`config.mk`:
```
export PLATFORM = sky130hd
export DESIGN_NAME = fetch_unit
export DESIGN_NICKNAME = d
export VERILOG_FILES = /design/src/rtl/fetch_unit.sv
export SDC_FILE = /design/constraint.sdc
export NUM_CORES = 1
export LEC_CHECK = 0
export BUFFER_PORTS_ARGS = -buffer_cell sky130_fd_sc_hd__buf_2
export CAP_MARGIN = 10
export CORE_MARGIN = 4
export CORE_UTILIZATION = 53
export CTS_CLUSTER_SIZE = 24
export DETAILED_ROUTE_END_ITERATION = 8
export HOLD_SLACK_MARGIN = 0.1
export PLACE_DENSITY = 0.81
export SETUP_SLACK_MARGIN = 0.2
export SLEW_MARGIN = 0
export SYNTH_ARGS = -nofsm -noshare
export SYNTH_HDL_FRONTEND = slang
export SYNTH_SLANG_ARGS = --single-unit
```
`constraint.sdc`:
```
create_clock -name clk -period 5 [get_ports clk]
set_input_delay 1 -clock clk [delete_from_list [all_inputs] [get_ports clk]]
set_output_delay 1 -clock clk [all_outputs]
set_load 0.02 [all_outputs]
```
`src/rtl/fetch_unit.sv`:
```
// Instruction fetch stage: owns the fetch PC, issues single-word reads,
// and enqueues returned words with their PC behind a one-entry hold buffer.
module fetch_unit #(
    parameter logic [31:0] RESET_PC = 32'h4000_0000
) (
    input  logic        clk,
    input  logic        rst,
    input  logic        flush,
    input  logic [31:0] flush_pc,
    output logic [31:0] imem_addr,
    output logic [3:0]  imem_rmask,
    input  logic [31:0] imem_rdata,
    input  logic        imem_resp,
    input  logic        iq_full,
    output logic        iq_write,
    output logic [31:0] iq_data,
    output logic [31:0] iq_pc
);

    typedef enum logic [1:0] {
        IDLE,
        WAIT,
        HOLD,
        DROP
    } state_t;

    state_t      state;
    state_t      state_d;
    logic [31:0] pc;
    logic [31:0] pc_d;
    logic [31:0] pc_inc;
    logic [31:0] hold_data;
    logic [31:0] hold_pc;
    logic        hold_load;

    assign pc_inc = pc + 32'd4;

    always_ff @(posedge clk or posedge rst) begin
        if (rst) begin
            state     <= IDLE;
            pc        <= RESET_PC;
            hold_data <= '0;
            hold_pc   <= '0;
        end else begin
            state <= state_d;
            pc    <= pc_d;
            if (hold_load) begin
                hold_data <= imem_rdata;
                hold_pc   <= pc;
            end
        end
    end

    always_comb begin
        state_d    = state;
        pc_d       = pc;
        hold_load  = 1'b0;
        imem_addr  = pc;
        imem_rmask = 4'h0;
        iq_write   = 1'b0;
        iq_data    = '0;
        iq_pc      = '0;
        if (rst) begin
            state_d = IDLE;
        end else if (flush) begin
            // Redirect wins; a request still in flight must be drained in DROP.
            pc_d = {flush_pc[31:2], 2'b00};
            unique case (state)
                WAIT, DROP: state_d = imem_resp ? IDLE : DROP;
                default:    state_d = IDLE;
            endcase
        end else begin
            unique case (state)
                IDLE: begin
                    if (!iq_full) begin
                        imem_rmask = 4'hF;
                        state_d    = WAIT;
                    end
                end
                WAIT: begin
                    if (imem_resp && !iq_full) begin
                        iq_write   = 1'b1;
                        iq_data    = imem_rdata;
                        iq_pc      = pc;
                        pc_d       = pc_inc;
                        imem_addr  = pc_inc;
                        imem_rmask = 4'hF;
                    end else if (imem_resp) begin
                        hold_load = 1'b1;
                        state_d   = HOLD;
                    end
                end
                HOLD: begin
                    if (!iq_full) begin
                        iq_write = 1'b1;
                        iq_data  = hold_data;
                        iq_pc    = hold_pc;
                        pc_d     = pc_inc;
                        state_d  = IDLE;
                    end
                end
                DROP: begin
                    if (imem_resp) begin
                        state_d = IDLE;
                    end
                end
                default: state_d = IDLE;
            endcase
        end
    end

endmodule

```
==> results of run 1 <==
[per-layer routing]
| layer | vias up | GRT usage, % | share of wire, % |
|---|---|---|---|
| met5 | - | 0 | 0 |
| met2 | 246 | 44.28 | 48 |
| met4 | 0 | 7.443 | 1.8 |
| li1 | 2630 | - | - |
| met1 | 2772 | 34.58 | 42 |
| met3 | 33 | 5.497 | 7.6 |
[worst paths after layout]
path	start	endpoint	slack, ns	depth (start not counted)
setup / recovery	rst	imem_addr[29]	1.11	7
hold / removal	hold_pc[9]$_DFFE_PP0P_	hold_pc[9]$_DFFE_PP0P_	0.51	1
setup reg to reg	state[0]$_DFFE_PP0P_	pc[23]$_DFFE_PP0P_	1.77	8
hold reg to reg	hold_pc[9]$_DFFE_PP0P_	hold_pc[9]$_DFFE_PP0P_	0.51	1
max in group asynchronous	rst	hold_pc[11]$_DFFE_PP0P_	3.01	3
min in group asynchronous	rst	hold_data[0]$_DFFE_PP0P_	0.80	2
[worst register-to-register path, stage by stage, from the launching register on]
cell and delay [ns]:
dfrtp_1 0.43, inv_1 0.11, ha_1 0.41, nor2b_4 0.71, buf_12 0.30, o31a_1 0.46, o21ai_0 0.34, a22oi_1 0.24
o21ai_0 0.10
[logic make-up after synthesis]
family          Yosys count
mux                      64
flops                    94
compound gates          160
buf+inv                  83
other cells               1
simple gates            222
fa+ha+maj                 7
xor+xnor                 29
[power by group through the flow]
stage,Clock (mW),Sequential [mW],Combinational [mW]
detailed placement,0,1.20,0.689
floorplan,0,1.08,0.604
global placement,0,1.17,0.662
CTS,0.723,1.18,0.692
global route,0.757,1.22,0.758
finish,0.717,1.19,0.691
[through the flow]
stage | hold WS, ns | std cells | power (mW) | setup slack, ns | cell area (um^2)
after floorplan | 0.4811 | 663 | 1.682 | 0.6011 | 6023
after detailed placement | 0.4956 | 907 | 1.884 | 1.190 | 6787
final | 0.5111 | 924 | 2.595 | 1.110 | 7094
after global routing | 0.5173 | 924 | 2.733 | 0.9426 | 7094
after global placement | 0.4893 | 907 | 1.835 | 1.213 | 6787
after CTS | 0.5123 | 923 | 2.597 | 1.176 | 7092
[flip-flops by register name, indices dropped and copies added (netlist names)]
register,cells
hold_data,32
hold_pc,30
pc,30
state,2
[synthesized netlist by cell type (all sizes together) (9+ instances only)]
library cell,number
a21oi,25
a22oi,64
buf,37
clkbuf,32
dfrtp,93
inv,13
mux2,63
nand2,39
nand3,17
nand4,14
nor2,95
nor3,13
o21ai,22
xnor2,20
xor2,9
[cell type report]
cell class / instances / area, um^2
Antenna cell: 1 / 2.502
Sequential cell: 94 / 2354
Multi-Input combinational cell: 486 / 3299
Tap cell: 140 / 175.2
Clock buffer: 9 / 225.2
Fill cell: 914 / 3889
Inverter: 14 / 55.05
Timing Repair Buffer: 173 / 903.4
Clock inverter: 7 / 80.08
==> impl_metrics.tcl, run 1 <==
set metrics [dict create \
    outcome "complete, no violations" \
    fin_crit_ns 3.890 \
    critPathArrivalTime_ns 2.89 \
    synth_top_flop_cell "dfrtp_1" \
    synth.avg_cell_area_um2 9.109 \
    p_leak_nw 3.138 \
    hpwl_mm 11.94 \
    worst_slew_pin_slew_ns 1.265 \
    ant_nets 0 \
    htree_levels 3 \
    syn_area_mm2 0.006012 \
    yosys.area_share.simple_pct 17.96 \
    vias 5681 \
    utilization_pct 64.59 \
    internal_power_mw 1.683 \
    pwr-share-clk_pct 27.6 \
    slew_headroom_pct 15.14 \
    slowest_delay_ns 0.60 \
    drv_cap 0 \
    hold_viol 0 \
    grt_pass1_vias 5604 \
    yosysUniqueCellTypes 61 \
    die_area_mm2 0.01311 \
    antenna_found_initial 2 \
    via_per_inst 6.148 \
    grt_pass1_wl_mm 28.11 \
    io_pins 170 \
    final.setup.tns_ns 0 \
    end_kind "primary output" \
    synth-adder-area-share_pct 1.457 \
    period_share_pct 77.79 \
    switchingPower_uw 912.0 \
    synth_edf_count 0 \
    hold_path_class "reg2reg" \
    fin_nets 854 \
    synth_compound_area_share_pct 18.75 \
    grt_overflow_total 0 \
    cp_data_required_time_ns 4.00 \
    seq_power_share_pct 45.7 \
    io_buffers 163 \
    synth-seq-area-share_pct 39.15 \
    muxShareOfSynthArea_pct 11.97 \
    post-cts-setup-buffer-count 0 \
    synth_top_family_by_area "compound AO/OA/AOI/OAI gates" \
    maxSlewViolCount 0 \
    final_common_cell "buf_2" \
    clock_latency_ns 0.35 \
    ys_ff_latch 94 \
    timing.fmax_ghz 0.2571 \
    setup_violations 0 \
    clkTransAtPathRegs_ns 0.07 \
    power.density_mw_per_mm2 365.8 \
    holdBufCountCts 0 \
    coreArea_mm2 0.01098 \
    drive_gt1_share_pct 34.23 \
    syn2layout_area_growth_pct 18.00 \
    critPathMaxFanout 11 \
    yosysTopAreaCell "dfrtp_1" \
    grtUsageTotal_pct 26.39 \
    start_util_pct 54.74 \
    synthArstFlopShare_pct 100.0 \
    crit_buf_inv 2 \
    drc_errors 0 \
    path_cells "buf_2, nor2_1, nand2_1, nor3_1, nand2_1, xnor2_1, buf_2" \
    synth_cells 660 \
    worst_path_max_delay_cell "nor3_1" \
    cts.sinks 94 \
    crit_family "simple AND/OR/NAND/NOR gates" \
    dr.pass1.iters 5 \
    drt-total-wl_mm 17.42 \
    die_w_um 114.5 \
    pwr-share-comb_pct 26.6 \
    die_h_um 114.5 \
    rsz0062_at_grt "no" \
    netlist_top_cells_area "dfrtp_1 39%, mux2_2 12%, a22oi_1 8.0%" \
    synth_xor_area_share_pct 4.225 \
    grt_max_degree 63 \
    final_cell_mix "163 x buf_2, 94 x nor2_1, 93 x dfrtp_1" \
    gp_congestion 0.8977 \
    cts_buffers 9 \
    initialDrtViolationCount 534 \
    yosysWarnings 0 \
    wl_per_cell_um 18.85 \
    cts_max_path_buffers 2 \
    cts_tree "done" \
    cts_resized 0 \
    crit_path_start_kind "input pin" \
    peakVddDrop_uv 176.5 \
    fp-row-count 38 \
    path_class "in2out" \
    synth_top_area_share_pct 38.71 \
    finClkSkew_ns 0.01133 \
    cts_root_buf "clkbuf_16" \
    p_sw_share_pct 35.14 \
]
(Power assumes the default switching activity.)
==> run 2, diff against run 1 <==
Clock period 5 ns to 3.8 ns, I/O delays scaled along.
==> impl_metrics.tcl, run 2 (same netlist as run 1, synthesis figures left out) <==
set metrics [dict create \
    final_cell_mix "163 x buf_2, 94 x nor2_1, 93 x dfrtp_1" \
    p_sw_share_pct 35.16 \
    htree_levels 3 \
    timing.fmax_ghz 0.2927 \
    hpwl_mm 12.23 \
    via_per_inst 6.192 \
    setup_violations 0 \
    drv_cap 0 \
    fp-row-count 38 \
    grt_pass1_vias 5590 \
    switchingPower_mw 1.216 \
    slowest_delay_ns 0.46 \
    die_area_mm2 0.01311 \
    rsz0062_at_grt "no" \
    cts_max_path_buffers 2 \
    reg_top3 "hold_data (32), hold_pc (30), pc (30)" \
    outcome "complete, no violations" \
    largest_register_ffs 32 \
    internal_power_mw 2.243 \
    grt_overflow_total 0 \
    vias 5752 \
    cts_tree "done" \
    dpl_worst_slack_ns 0.6311 \
    clkTransAtPathRegs_ns 0.07 \
    worst_slew_pin_slew_ns 0.7307 \
    crit_buf_inv 3 \
    drt-total-wl_mm 17.79 \
    fillerInstances 890 \
    wl_per_cell_um 19.15 \
    end_kind "primary output" \
    pwr-share-clk_pct 28.0 \
    crit_path_start_kind "flop" \
    final.setup.tns_ns 0 \
    die_w_um 114.5 \
    finClkSkew_ns 0.007071 \
    drc_errors 0 \
    coreArea_mm2 0.01098 \
    holdWs_ns 0.5031 \
    hold_viol 0 \
    die_h_um 114.5 \
    grt_util_met3_pct 5.655 \
    cp_data_required_time_ns 3.04 \
    utilization_pct 65.19 \
    ant_nets 0 \
    final_common_cell "buf_2" \
    p_leak_nw 3.185 \
    diodes 0 \
    critPathArrivalTime_ns 2.66 \
    period_share_pct 89.92 \
    io_pins 170 \
    regMostFlops "hold_data" \
    peakVddDrop_uv 359.7 \
    dr.pass1.iters 5 \
    syn2layout_area_growth_pct 19.08 \
    holdBufCountCts 0 \
    fin_ws_ns 0.3830 \
    cts.sinks 94 \
    start_util_pct 54.74 \
    gp_congestion 0.8938 \
    clock_latency_ns 0.35 \
    pwr-share-comb_pct 26.8 \
    path_cells "inv_1, ha_1, and3b_2, buf_4, a21oi_1, nor3_1, buf_2" \
    post-cts-setup-buffer-count 0 \
    slew_headroom_pct 50.91 \
    cts_resized 0 \
    initialDrtViolationCount 523 \
    io_buffers 163 \
    grtUsageTotal_pct 26.85 \
    critPathMaxFanout 48 \
    power.density_mw_per_mm2 483.1 \
    fin_crit_ns 3.417 \
    cts_root_buf "clkbuf_16" \
    busiest_layer "met2" \
    drive_gt1_share_pct 34.73 \
    cts_buffers 9 \
    grt_max_degree 66 \
    antenna_found_initial 0 \
    seq_power_share_pct 45.2 \
    fin_nets 860 \
    grt_pass1_wl_mm 28.32 \
    crit_family "buffers and inverters" \
    hold_path_class "in2async" \
    worst_path_max_delay_cell "buf_4" \
    use_met2_pct 43.38 \
    path_class "reg2out" \
    use_met1_pct 35.53 \
    maxSlewViolCount 0 \
]
## run 2: final cells by class
| cell class | instances | area, um^2 | share of cell area, % |
|---|---|---|---|
| multi-input cells | 486 | 3299 | 46.09 |
| inverters | 14 | 55.05 | 0.7690 |
| clock inverters | 6 | 76.32 | 1.066 |
| well taps | 140 | 175.2 | 2.447 |
| flip-flops and latches | 94 | 2354 | 32.87 |
| clock buffers | 10 | 239.0 | 3.338 |
| repair buffers | 179 | 960.9 | 13.42 |
## run 2: routing by layer
layer  routed length (um)  share of wire, %
met5                    0                 0
met4                  463               2.6
met3                 1535               8.6
met2                 8577                48
met1                 7214                41
## run 2: per-stage QoR
| step | power [mW] | area, um^2 | cells |
|---|---|---|---|
| after floorplan | 2.212 | 6025 | 663 |
| after global placement | 2.423 | 6844 | 913 |
| after detailed placement | 2.490 | 6844 | 913 |
| after CTS | 3.464 | 7159 | 929 |
| after global routing | 3.633 | 7159 | 929 |
| final | 3.459 | 7159 | 929 |
## run 2: power groups by stage
| stage | Combinational [mW] | Sequential, mW | Clock (mW) |
|---|---|---|---|
| 5_1_grt | 1.01 | 1.60 | 1.02 |
| 3_3_place_gp | 0.878 | 1.54 | 0 |
| 6_report | 0.925 | 1.56 | 0.969 |
| 2_1_floorplan | 0.795 | 1.42 | 0 |
| 3_5_place_dp | 0.916 | 1.57 | 0 |
| 4_1_cts | 0.925 | 1.56 | 0.982 |
## run 2: final timing paths
check / from / endpoint / slack, ns / cells past startpoint
setup reg to reg: state[0]$_DFFE_PP0P_ / pc[26]$_DFFE_PP0P_ / 1.24 / 8
hold reg to reg: hold_pc[7]$_DFFE_PP0P_ / hold_pc[7]$_DFFE_PP0P_ / 0.51 / 1
max in group asynchronous: rst / pc[30]$_DFFE_PP1P_ / 2.47 / 3
setup / recovery: state[1]$_DFFE_PP0P_ / imem_rmask[0] / 0.38 / 7
hold / removal: rst / hold_pc[29]$_DFFE_PP0P_ / 0.50 / 2
min in group clk: hold_pc[7]$_DFFE_PP0P_ / hold_pc[7]$_DFFE_PP0P_ / 0.51 / 1
## run 2: worst reg2reg max path: cells and delay by family (launching register included)
kind / cells / cell delay (ns)
AO/OA/AOI/OAI: 3 / 0.60
adder cells (fa/ha/maj): 1 / 0.42
buffers and inverters: 3 / 0.78
flip-flops: 1 / 0.42
AND/OR/NAND/NOR: 1 / 0.24
==> run 3, diff against run 2 <==
Settings changed: CTS_BUF_LIST set to sky130_fd_sc_hd__clkbuf_8.
==> impl_metrics.tcl, run 3 (same netlist as run 1, synthesis figures left out) <==
set metrics [dict create \
    cts_root_buf "clkbuf_8" \
    grt_max_degree 66 \
    seq_power_share_pct 48.4 \
    crit_path_start_kind "flop" \
    grt_pass1_vias 5478 \
    clkTransAtPathRegs_ns 0.10 \
    r2r_cells 8 \
    timing.fmax_ghz 0.2912 \
    htree_levels 3 \
    pwr-share-comb_pct 28.6 \
    final_common_cell "buf_2" \
    antenna_found_initial 0 \
    die_w_um 114.5 \
    r2r-start "state[0]$_DFFE_PP0P_" \
    critPathArrivalTime_ns 2.67 \
    p_sw_share_pct 36.91 \
    period_share_pct 90.37 \
    vias 5763 \
    hold_viol 0 \
    largest_register_ffs 32 \
    worst_slew_pin_slew_ns 0.7449 \
    drv_cap 0 \
    power.density_mw_per_mm2 456.6 \
    cts.sinks 94 \
    cts_max_path_buffers 2 \
    outcome "complete, no violations" \
    fp-row-count 38 \
    final.setup.tns_ns 0 \
    ant_nets 0 \
    wl_per_cell_um 18.86 \
    regMostFlops "hold_data" \
    slew_headroom_pct 50.28 \
    end_kind "primary output" \
    io_pins 170 \
    start_util_pct 54.74 \
    fin_crit_ns 3.434 \
    peakVddDrop_uv 353.7 \
    fin_ws_ns 0.3661 \
    p_leak_nw 3.140 \
    initialDrtViolationCount 560 \
    finClkSkew_ns 0.006752 \
    diodes 0 \
    maxSlewViolCount 0 \
    via_per_inst 6.203 \
    setup_violations 0 \
    die_area_mm2 0.01311 \
    gp_congestion 0.8938 \
    grtUsageTotal_pct 26.29 \
    hold_path_class "in2async" \
    path_class "reg2out" \
    dpl_worst_slack_ns 0.6311 \
    post-cts-setup-buffer-count 0 \
    grt_overflow_total 0 \
    fin_nets 860 \
    pwr-share-clk_pct 23.0 \
    die_h_um 114.5 \
    reg_top3 "hold_data (32), hold_pc (30), pc (30)" \
    drt-total-wl_mm 17.52 \
    drc_errors 0 \
    holdBufCountCts 0 \
    cts_tree "done" \
    hpwl_mm 12.23 \
    clock_latency_ns 0.38 \
    fillerInstances 909 \
    internal_power_mw 2.034 \
    grt_pass1_wl_mm 27.84 \
    switchingPower_mw 1.190 \
    io_buffers 163 \
    crit_start "state[1]$_DFFE_PP0P_" \
    drive_gt1_share_pct 34.73 \
    critPathMaxFanout 7 \
    final_cell_mix "163 x buf_2, 94 x nor2_1, 93 x dfrtp_1" \
    dr.pass1.iters 5 \
    coreArea_mm2 0.01098 \
    cp_data_required_time_ns 3.04 \
    cts_buffers 9 \
    rsz0062_at_grt "no" \
    syn2layout_area_growth_pct 17.46 \
]
[run 3: cell types whose count changed in the layout (fill, tap and decap cells not counted)]
| cell | delta |
|---|---|
| clkbuf_8 | +9 |
| clkbuf_16 | -9 |
| buf_6 | +1 |
| buf_4 | -1 |
[run 3: area by class of cell]
type,instances,area (um^2),share of cell area [%]
flip-flops and latches,94,2354,33.33
clock buffers,10,137.6,1.949
well taps,140,175.2,2.481
clock inverters,6,76.32,1.081
multi-input cells,486,3299,46.72
inverters,14,55.05,0.7796
repair buffers,179,964.7,13.66
[run 3: routing by layer]
metal | vias up | wire length (um) | global-route usage (%)
met5 | - | 0 | 0
met4 | 0 | 396 | 8.709
met3 | 42 | 1492 | 5.603
met2 | 284 | 8350 | 41.95
met1 | 2807 | 7279 | 35.67
li1 | 2630 | - | -
[run 3: critical path, stage by stage, from the launching register on]
cell	delay, ns
dfrtp_1	0.42
inv_1	0.14
ha_1	0.31
and3b_2	0.28
and2_1	0.17
nand4_1	0.31
nor2_1	0.24
xor2_1	0.22
buf_2	0.20
[run 3: final timing paths]
check / endpoint / slack, ns
max: imem_addr[30] / 0.37
min: hold_data[7]$_DFFE_PP0P_ / 0.47
max reg2reg: pc[26]$_DFFE_PP0P_ / 1.23
min reg2reg: hold_pc[9]$_DFFE_PP0P_ / 0.52
max in group asynchronous: pc[7]$_DFFE_PP0P_ / 2.51
min in group clk: hold_pc[9]$_DFFE_PP0P_ / 0.52
[run 3: timing repair]
| action | CTS | global route |
|---|---|---|
| hold endpoints to repair | 0 | 0 |
| endpoints found under the setup margin | 0 | 3 |
| resized for setup | 0 | 1 |
[run 3: per-stage QoR]
stage | hold slack, ns | cells | area (um^2) | util, % | power, mW
floorplan | 0.4811 | 663 | 6025 | - | 2.212
global placement | 0.4890 | 913 | 6844 | 62.31 | 2.423
detailed placement | 0.4967 | 913 | 6844 | 62.31 | 2.490
CTS | 0.4617 | 929 | 7058 | 64.26 | 3.222
global route | 0.4787 | 929 | 7062 | 64.30 | 3.393
finish | 0.4675 | 929 | 7062 | 64.30 | 3.224
[run 3: power groups by stage]
stage | registers, mW | clock network, mW | logic (mW)
6_report | 1.56 | 0.743 | 0.921
5_1_grt | 1.60 | 0.790 | 1.01
4_1_cts | 1.55 | 0.749 | 0.919
3_5_place_dp | 1.57 | 0 | 0.916
3_3_place_gp | 1.54 | 0 | 0.878
2_1_floorplan | 1.42 | 0 | 0.795
